--- config.mk ---
export PLATFORM = sky130hd
export DESIGN_NAME = pipe_share_sched_flat
export DESIGN_NICKNAME = d
export VERILOG_FILES = /design/src/rtl/pipe_share_sched_if.sv /design/src/rtl/pipe_share_sched.sv /design/src/flat_wrapper.sv
export SDC_FILE = /design/constraint.sdc
export NUM_CORES = 1
export LEC_CHECK = 0
export ABC_AREA = 1
export CAP_MARGIN = 20
export CORE_MARGIN = 2
export CORE_UTILIZATION = 30
export DETAILED_ROUTE_END_ITERATION = 8
export MAX_ROUTING_LAYER = met4
export PLACE_DENSITY = 0.51
export SYNTH_ARGS = -nofsm -noshare
export SYNTH_HDL_FRONTEND = slang
export SYNTH_SLANG_ARGS = --single-unit
--- constraint.sdc ---
create_clock -name clk -period 2.85 [get_ports clk]
set_input_delay 0.285 -clock clk [delete_from_list [all_inputs] [get_ports clk]]
set_output_delay 0.285 -clock clk [all_outputs]
set_load 0.005 [all_outputs]
--- src/rtl/pipe_share_sched_if.sv ---
// Requester/response bus of the shared-datapath scheduler.
// Master is the requester/consumer side; slave is the scheduler.
interface pipe_share_sched_if #(
    parameter int unsigned NUM_REQ = 4,
    parameter int unsigned DATA_W  = 16,
    parameter int unsigned ID_W    = $clog2(NUM_REQ)
);
    logic [NUM_REQ-1:0]        req_valid;
    logic [NUM_REQ-1:0]        req_ready;
    logic [NUM_REQ*DATA_W-1:0] req_data;
    logic                      resp_valid;
    logic                      resp_ready;
    logic [DATA_W-1:0]         resp_data;
    logic [ID_W-1:0]           resp_id;

    modport master (
        output req_valid, req_data, resp_ready,
        input  req_ready, resp_valid, resp_data, resp_id
    );

    modport slave (
        input  req_valid, req_data, resp_ready,
        output req_ready, resp_valid, resp_data, resp_id
    );
endinterface

--- src/rtl/pipe_share_sched.sv ---
// Round-robin scheduler sharing one fixed-latency datapath among requesters,
// with a tag pipe tracking in-flight words and a credit-limited result FIFO.
module pipe_share_sched #(
    parameter int unsigned NUM_REQ    = 4,
    parameter int unsigned DATA_W     = 16,
    parameter int unsigned LATENCY    = 4,
    parameter int unsigned FIFO_DEPTH = 4,
    parameter int unsigned ID_W       = $clog2(NUM_REQ)
) (
    input  logic              clk,
    input  logic              rst_n,
    input  logic              enable,
    output logic [DATA_W-1:0] dp_in_data,
    input  logic [DATA_W-1:0] dp_out_data,
    output logic              busy,
    pipe_share_sched_if.slave bus
);
    localparam int unsigned CNT_W = $clog2(LATENCY + FIFO_DEPTH + 1);
    localparam int unsigned PTR_W = $clog2(FIFO_DEPTH);

    logic [ID_W-1:0]               last_grant_q;
    logic [LATENCY-1:0]            tag_vld_q;
    logic [LATENCY-1:0][ID_W-1:0]  tag_id_q;
    logic [CNT_W-1:0]              inflight_q, inflight_d;
    logic [CNT_W-1:0]              fifo_cnt_q, fifo_cnt_d;
    logic [PTR_W-1:0]              rd_ptr_q, wr_ptr_q;
    logic [DATA_W-1:0]             mem_data_q [FIFO_DEPTH];
    logic [ID_W-1:0]               mem_id_q   [FIFO_DEPTH];

    logic                can_issue_c, found_c, xfer_c, push_c, pop_c, resp_valid_c;
    logic [ID_W-1:0]     gnt_id_c;
    logic [DATA_W-1:0]   sel_data_c;

    function automatic logic [PTR_W-1:0] ptr_inc(input logic [PTR_W-1:0] p);
        return (p == PTR_W'(FIFO_DEPTH - 1)) ? '0 : p + PTR_W'(1);
    endfunction

    // Credits are taken from registered counts only, so a pop never frees
    // an issue slot in the same cycle.
    assign can_issue_c = rst_n & enable &
                         ((inflight_q + fifo_cnt_q) < CNT_W'(FIFO_DEPTH));

    // Round-robin search starting just after the last accepted requester.
    always_comb begin
        found_c  = 1'b0;
        gnt_id_c = '0;
        for (int unsigned k = 1; k <= NUM_REQ; k++) begin
            if (!found_c && bus.req_valid[ID_W'((32'(last_grant_q) + k) % NUM_REQ)]) begin
                found_c  = 1'b1;
                gnt_id_c = ID_W'((32'(last_grant_q) + k) % NUM_REQ);
            end
        end
    end

    always_comb begin
        sel_data_c = '0;
        for (int unsigned i = 0; i < NUM_REQ; i++) begin
            if (gnt_id_c == ID_W'(i)) sel_data_c = bus.req_data[i*DATA_W +: DATA_W];
        end
    end

    assign xfer_c        = can_issue_c & found_c;
    assign bus.req_ready = xfer_c ? (NUM_REQ'(1) << gnt_id_c) : '0;
    assign dp_in_data    = xfer_c ? sel_data_c : '0;

    assign push_c       = tag_vld_q[LATENCY-1];
    assign resp_valid_c = (fifo_cnt_q != '0);
    assign pop_c        = resp_valid_c & bus.resp_ready;

    assign inflight_d = inflight_q + CNT_W'(xfer_c) - CNT_W'(push_c);
    assign fifo_cnt_d = fifo_cnt_q + CNT_W'(push_c) - CNT_W'(pop_c);

    assign bus.resp_valid = resp_valid_c;
    assign bus.resp_data  = resp_valid_c ? mem_data_q[rd_ptr_q] : '0;
    assign bus.resp_id    = resp_valid_c ? mem_id_q[rd_ptr_q]   : '0;
    assign busy           = (inflight_q != '0) | (fifo_cnt_q != '0);

    always_ff @(posedge clk or negedge rst_n) begin
        if (!rst_n) begin
            last_grant_q <= ID_W'(NUM_REQ - 1);
            tag_vld_q    <= '0;
            tag_id_q     <= '0;
            inflight_q   <= '0;
            fifo_cnt_q   <= '0;
            rd_ptr_q     <= '0;
            wr_ptr_q     <= '0;
        end else begin
            if (xfer_c) last_grant_q <= gnt_id_c;
            tag_vld_q  <= {tag_vld_q[LATENCY-2:0], xfer_c};
            tag_id_q   <= {tag_id_q[LATENCY-2:0], gnt_id_c};
            inflight_q <= inflight_d;
            fifo_cnt_q <= fifo_cnt_d;
            if (push_c) wr_ptr_q <= ptr_inc(wr_ptr_q);
            if (pop_c)  rd_ptr_q <= ptr_inc(rd_ptr_q);
        end
    end

    // Storage needs no reset: entries are only visible behind fifo_cnt_q.
    always_ff @(posedge clk) begin
        if (push_c) begin
            mem_data_q[wr_ptr_q] <= dp_out_data;
            mem_id_q[wr_ptr_q]   <= tag_id_q[LATENCY-1];
        end
    end

    a_no_overflow: assert property (@(posedge clk) disable iff (!rst_n)
        !(push_c && (fifo_cnt_q == CNT_W'(FIFO_DEPTH))));
endmodule

--- src/flat_wrapper.sv ---
// flat-port wrapper written by rule: the top's interface ports become plain ports
module pipe_share_sched_flat 
#(
    parameter int unsigned NUM_REQ    = 4,
    parameter int unsigned DATA_W     = 16,
    parameter int unsigned LATENCY    = 4,
    parameter int unsigned FIFO_DEPTH = 4,
    parameter int unsigned ID_W       = $clog2(NUM_REQ)
)
  (clk, rst_n, enable, dp_in_data, dp_out_data, busy, bus_req_valid, bus_req_data, bus_resp_ready, bus_req_ready, bus_resp_valid, bus_resp_data, bus_resp_id);
  pipe_share_sched_if #(.NUM_REQ(NUM_REQ), .DATA_W(DATA_W), .ID_W(ID_W)) bus_i ();
  input  logic clk;
  input  logic rst_n;
  input  logic enable;
  output logic [DATA_W-1:0] dp_in_data;
  input  logic [DATA_W-1:0] dp_out_data;
  output logic busy;
  input wire logic [$bits(bus_i.req_valid)-1:0] bus_req_valid;
  input wire logic [$bits(bus_i.req_data)-1:0] bus_req_data;
  input wire logic [$bits(bus_i.resp_ready)-1:0] bus_resp_ready;
  output wire logic [$bits(bus_i.req_ready)-1:0] bus_req_ready;
  output wire logic [$bits(bus_i.resp_valid)-1:0] bus_resp_valid;
  output wire logic [$bits(bus_i.resp_data)-1:0] bus_resp_data;
  output wire logic [$bits(bus_i.resp_id)-1:0] bus_resp_id;
  assign bus_i.req_valid = bus_req_valid;
  assign bus_i.req_data = bus_req_data;
  assign bus_i.resp_ready = bus_resp_ready;
  assign bus_req_ready = bus_i.req_ready;
  assign bus_resp_valid = bus_i.resp_valid;
  assign bus_resp_data = bus_i.resp_data;
  assign bus_resp_id = bus_i.resp_id;
  pipe_share_sched #(.NUM_REQ(NUM_REQ), .DATA_W(DATA_W), .LATENCY(LATENCY), .FIFO_DEPTH(FIFO_DEPTH), .ID_W(ID_W)) u_core (.clk(clk), .rst_n(rst_n), .enable(enable), .dp_in_data(dp_in_data), .dp_out_data(dp_out_data), .busy(busy), .bus(bus_i));
endmodule
Yosys cells after proc, flatten, opt, wreduce, memory -nomap -nowiden. Memory sizes are Yosys's and may differ from the RTL's. Cells that the tools add are included.

Memory bits (writable): 72. Output and inout port bits: 40. Word-level logic and storage cells: 76. Memory bits (read-only): 0. Latch bits: 0. Memories: 2. Flip-flop bits (word level): 26.

Memories: u_core.mem_data_q (depth 4, bits a word 16, read ports 1, clocked after Yosys merged registers in 0, wr ports 1, line pipe_share_sched.sv:27) `logic [DATA_W-1:0] mem_data_q [FIFO_DEPTH];`; u_core.mem_id_q (depth 4, bits a word 2, read ports 1, clocked after Yosys merged registers in 0, wr ports 1, line pipe_share_sched.sv:28) `logic [ID_W-1:0] mem_id_q [FIFO_DEPTH];`.

Multipliers: 0. Add/sub/neg operators: 11. Bitwise logic cells: 5. Order comparisons: 5. Shift-type cells: 1. Eq/ne operators: 5. Reduce and logical (&&, ||, !) cells: 9. Divide/modulo/power cells: 0. Multiplexer cells: 28.

Operator list (number): 16-bit two-way mux (6); 2-bit two-way mux (7); 2-bit by 3-bit < comparator with 1-bit output, second input constant (4); 1-bit two-way mux (10); 2-bit by 1-bit adder with 2-bit output, second input constant (4); 4-bit by 1-bit adder with 4-bit output (2); 1-bit binary-select mux with 2-bit select (4); 2-bit equality test, second input constant (4); 4-bit nonzero test (2); 4-bit by 1-bit subtractor with 4-bit output (2); 2-bit adder, second input constant (2); 4-bit adder (1); 1-bit AND (4); 4-bit by 3-bit < comparator with 1-bit output, second input constant (1); 4-bit two-way mux (1); 1-bit by 2-bit left shift with 4-bit output, first input constant (1); 1-bit logical AND (3); 1-bit zero test (3); 2-bit by 1-bit equality test with 1-bit output, second input constant (1); 2-bit zero test (1); 1-bit bitwise OR (1).

Logic depth before layout (Yosys ltp).
Word-level depth: 19. Mapped depth: 16.

Worst setup path before layout. OpenSTA, ideal clock, no wires.

Kind: flip-flop to flip-flop. Start: register u_core.last_grant_q[0]. End: register u_core.inflight_q[2]. Clock period less this slack: 2.415 ns. Slack: 0.435 ns. Buffers on the path: 2. Cell stages (with the launch flop): 15. Data required time: 2.726 ns. Arrival: 2.291 ns. Setup time: 0.124 ns. Cell sequence: dfstp_2 -> buf_6 -> inv_6 -> nand2_1 -> nand2_1 -> nand2_2 -> nand2_4 -> nor2_4 -> nand4_1 -> nand2_1 -> inv_2 -> buf_2 -> ha_1 -> fa_1 -> xor2_1.

Longest elaborated chain between the ends: 16. Elaborated cells between the ends (all ways): 25. Classes of those cells: add/sub: 6; mux: 12; bitwise: 1; reduce/logical: 6.

RTL lines: start, declared (line pipe_share_sched.sv:21) `logic [ID_W-1:0] last_grant_q;`; start signal, assigned (line pipe_share_sched.sv:80) `last_grant_q <= ID_W'(NUM_REQ - 1);`; start signal, assigned (line pipe_share_sched.sv:88) `if (xfer_c) last_grant_q <= gnt_id_c;`; 2-bit by 1-bit adder with 2-bit output (line pipe_share_sched.sv:48) `if (!found_c && bus.req_valid[ID_W'((32'(last_grant_q) + k) % NUM_REQ)]) begin`; 1-bit binary-select mux with 2-bit select (line pipe_share_sched.sv:48); 1-bit two-way mux (not written as such) (line pipe_share_sched.sv:48); 1-bit two-way mux (line pipe_share_sched.sv:48); 1-bit zero test (line pipe_share_sched.sv:48); 1-bit logical AND (line pipe_share_sched.sv:48); 1-bit two-way mux (line pipe_share_sched.sv:48); 1-bit zero test (line pipe_share_sched.sv:48); [... 2 more ...]; 1-bit zero test (line pipe_share_sched.sv:48); 1-bit logical AND (line pipe_share_sched.sv:48); 1-bit two-way mux * (line pipe_share_sched.sv:48); 1-bit AND * (line pipe_share_sched.sv:62) `assign xfer_c = can_issue_c & found_c;`; net u_core.xfer_c (line pipe_share_sched.sv:30) `logic can_issue_c, found_c, xfer_c, push_c, pop_c, resp_valid_c;`; 4-bit by 1-bit adder with 4-bit output * (line pipe_share_sched.sv:70) `assign inflight_d = inflight_q + CNT_W'(xfer_c) - CNT_W'(push_c);`; 4-bit by 1-bit subtractor with 4-bit output * (line pipe_share_sched.sv:70); net u_core.inflight_d[2] (line pipe_share_sched.sv:24) `logic [CNT_W-1:0] inflight_q, inflight_d;`; end signal, assigned (line pipe_share_sched.sv:91) `inflight_q <= inflight_d;`; end, declared (line pipe_share_sched.sv:24).

Mark *: on every way through the listed nets, which the timed path passes. The rest lies on a longest branch. The select of a mux whose other input is x is not followed. A chain may end at the register's enable or synchronous reset.

Final worst setup path.
Start: register u_core.last_grant_q[0]. End: output dp_in_data[12].

Longest elaborated chain between the ends: 19. Elaborated cells between the ends (all ways): 36. Classes of those cells: add/sub: 4; eq/ne: 3; mux: 21; bitwise: 1; reduce/logical: 7.

RTL lines: 2-bit by 1-bit adder with 2-bit output (line pipe_share_sched.sv:48, pipe_share_sched.sv:50); 1-bit binary-select mux with 2-bit select (line pipe_share_sched.sv:48); 1-bit two-way mux (not written as such) (line pipe_share_sched.sv:48); 1-bit two-way mux (line pipe_share_sched.sv:48); 1-bit zero test (line pipe_share_sched.sv:48); 1-bit logical AND (line pipe_share_sched.sv:48); 1-bit two-way mux (line pipe_share_sched.sv:48); 1-bit zero test (line pipe_share_sched.sv:48); 1-bit logical AND (line pipe_share_sched.sv:48); 1-bit two-way mux (line pipe_share_sched.sv:48); 1-bit zero test (line pipe_share_sched.sv:48); 1-bit logical AND (line pipe_share_sched.sv:48); 2-bit two-way mux (line pipe_share_sched.sv:48); 2-bit zero test (line pipe_share_sched.sv:58) `if (gnt_id_c == ID_W'(i)) sel_data_c = bus.req_data[i*DATA_W +: DATA_W];`; 16-bit two-way mux (4 in series) (line pipe_share_sched.sv:58); 16-bit two-way mux * (line pipe_share_sched.sv:64) `assign dp_in_data = xfer_c ? sel_data_c : '0;`; end, declared (line flat_wrapper.sv:15) `output logic [DATA_W-1:0] dp_in_data;`.

Every way passes the cells marked *; elsewhere a longest branch is shown, timed or not. The select of a mux whose other input is x is not followed.

==> results.json <==
{
  "dp.cells": 873,
  "seq_area_sq_mm": 0.002815,
  "grt_max_degree": 39,
  "synth.top_cells.by_area": "edfxtp_1, dfrtp_1, nor2_1",
  "status": "complete, no violations",
  "fin_crit_ns": 2.843,
  "cts_buffer_depth": 2,
  "finish.instance_area_sq_mm": 0.007308,
  "start_util": 0.3057,
  "timing.fmax_mhz": 351.8,
  "critPathKind": "flip-flop to output pin",
  "cp-start-kind": "flip-flop",
  "finalCritPeriodShare": 0.9975,
  "tightest_slew_ns": 0.8750,
  "cts_htree_levels": 3,
  "hold_violations": 0,
  "r2r-start": "u_core.last_grant_q[0]",
  "die_h_um": 133.5,
  "grt_pass1_wl_um": 21420,
  "worstPathRequired_ns": 2.57,
  "slew_violations": 0,
  "hpwlAfterDp_um": 9000,
  "synth_cell_types": 33,
  "cts.clk_slew.worst_paths_ns": 0.07,
  "grt_overflow": 0,
  "clock-root-buffer": "clkbuf_16",
  "synth_edf_count": 72,
  "antenna_left": 0,
  "clock_latency_ns": 0.33,
  "wl_per_cell_um": 14.17,
  "crit_fanout": 5,
  "antenna_found_initial": 0,
  "dieArea_sq_mm": 0.01783,
  "yosysWarnings": 0,
  "grt_pass1_vias": 4386,
  "rsz0062_at_grt": "yes",
  "drtIter0Drc": 176,
  "place_congestion": 0.8569,
  "synthCells": 526,
  "numCtsBuffers": 9,
  "syn_area_per_cell_sq_um": 9.570,
  "stdcell_count": 921,
  "die_x_um": 133.5,
  "area_growth_pct": 45.19,
  "ios": 128,
  "async_reset_ff_frac": 0.2653,
  "min_from": "u_core.tag_id_q[1]",
  "vias_per_cell": 4.567,
  "routed-via-count": 4206,
  "num_rows": 47,
  "cap_violations": 0,
  "post_dp_cell_area_sq_mm": 0.006630,
  "nets": 803,
  "drive_above_1_share": 0.2011,
  "yosysSeqAreaShare": 0.5593,
  "syn_area_sq_mm": 0.005034,
  "core_sq_mm": 0.01647,
  "synth_common_cells": "nor2_1, nand2_1, edfxtp_1, o21ai_0, inv_1",
  "p_per_area_mw_per_mm2": 1141,
  "wl_um": 13050,
  "arrival_ns": 2.56,
  "relSlewSlack": 0.4160,
  "synth_nets": 633,
  "grt_usage": 0.1554,
  "ir_drop_v": 0.0005438,
  "synth.most_common_cell": "nor2_1",
  "setup-violations-final": 0,
  "ys.flop_type": "edfxtp_1",
  "crit_path_end_kind": "output pin",
  "first_pass_iters": 4,
  "fillers": 1569,
  "synth-seq-cells": 98,
  "fin_tns_setup_ns": 0,
  "crit_path_start": "u_core.last_grant_q[0]",
  "clock-sinks": 98,
  "post-synth-top-area-cell": "edfxtp_1",
  "fin_util": 0.4438,
  "finalPower_w": 0.008342,
  "antennaDiodeCount": 0,
  "multi_input_area_sq_mm": 0.002054,
  "hold_class": "flip-flop to flip-flop",
  "p_leak_nw": 3.051,
  "drc": 0,
  "io_buffer_count": 127,
  "synth_top_cell_area_share": 0.4295,
  "finClkSkew_ns": 0.006056,
  "cts_tree": "built"
}
-- power breakdown --
group	switching [W]	internal, W	total, W
sequential	0.000149	0.00187	0.00202
combinational	0.00270	0.00234	0.00504
clock	0.000507	0.000771	0.00128
total	0.00336	0.00499	0.00834
-- flip-flops by register name, indices dropped and copies added (netlist names) --
register,cells
u_core.wr_ptr_q,2
u_core.tag_id_q,8
u_core.mem_data_q,64
u_core.last_grant_q,2
u_core.tag_vld_q,4
u_core.mem_id_q,8
u_core.fifo_cnt_q,4
u_core.rd_ptr_q,2
u_core.inflight_q,4
-- cells by family (layout without fill, tap and decap cells) --
logic type	after synthesis	in the layout	share of synthesized area
buffers and inverters	62	237	0.05866
AO/OA/AOI/OAI	83	83	0.08675
adder cells (fa/ha/maj)	19	19	0.05021
AND/OR/NAND/NOR	258	258	0.2347
flip-flops	98	98	0.5593
XOR/XNOR	6	6	0.01044
-- worst max-delay path, stage by stage (launching register included) --
cell             delay [ns]
dfstp_2                0.56
buf_12                 0.12
inv_6                  0.05
nand2_4                0.06
nand2_4                0.07
buf_4                  0.14
nand4_1                0.09
nand2_2                0.08
inv_2                  0.08
nand2_4                0.07
buf_12                 0.14
nor2_4                 0.11
buf_6                  0.11
buf_4                  0.10
nand2_1                0.04
nand2_1                0.07
nor2_2                 0.03
nor2_1                 0.10
clkdlybuf4s15_2        0.21
-- repair_timing --
action	CTS	global route
hold buffers	0	0
setup endpoints to repair	20	19
pin swaps	7	17
buffers inserted	18	13
gates cloned	1	1
gates resized for setup	54	56
-- per-stage QoR --
| stage | hold WS, ns | worst slack, ns |
|---|---|---|
| after global placement | 0.3325 | 0.01315 |
| after detailed placement | 0.3347 | -0.01673 |
| after floorplan | -0.01059 | 0.4347 |
| final | 0.3496 | 0.007095 |
| after CTS | 0.3499 | -0.1053 |
| after global routing | 0.3571 | -0.1905 |
-- cells in the final DEF (no fill, tap or decap), types with 2 or more instances in the layout --
cell type	count
nand3_2	3
nor2_1	97
o21ai_2	9
a21oi_1	22
a21oi_2	2
ha_1	17
clkinvlp_4	2
dlygate4sd2_1	3
dfrtp_1	24
buf_2	8
dfstp_2	2
nand2_1	84
o21ai_0	43
bufinv_16	2
buf_6	10
xnor2_1	5
nand2_2	13
buf_4	39
inv_1	33
fa_1	2
nand3_1	17
nand3b_1	19
nor2_4	5
clkbuf_16	9
nand2_4	13
inv_6	2
edfxtp_1	72
buf_12	4
clkbuf_2	6
clkdlybuf4s50_1	107
inv_2	6
o21ai_1	6
nand4_1	3
nor2_2	2
-- worst paths after layout --
check                                          to  slack [ns]  cells after the start
min                            u_core.tag_id_q[3]        0.35                      0
max                                dp_in_data[12]       0.007                     18
min reg2reg                    u_core.tag_id_q[3]        0.35                      0
max reg2reg                  u_core.inflight_q[2]        0.31                     14
min in group asynchronous      u_core.tag_id_q[0]        0.42                      2
max in group asynchronous  u_core.last_grant_q[1]        2.14                      2
-- final cells by class --
class	count	area share
clock buffers	10	0.03133
clock inverters	6	0.01216
inverters	40	0.02123
multi-input cells	366	0.2811
flip-flops and latches	98	0.3852
well taps	220	0.03766
repair buffers	180	0.2308
repair inverters	1	0.0005136
-- metal layers --
metal / share of wire / up-vias / global-route usage
met4: 0.0096 / 0 / 0.03901
met1: 0.43 / 1951 / 0.1869
met3: 0.064 / 14 / 0.03311
li1: - / 2089 / -
met2: 0.49 / 152 / 0.2666
met5: 0 / - / -
Note: power is estimated with default switching activity, not from simulation.
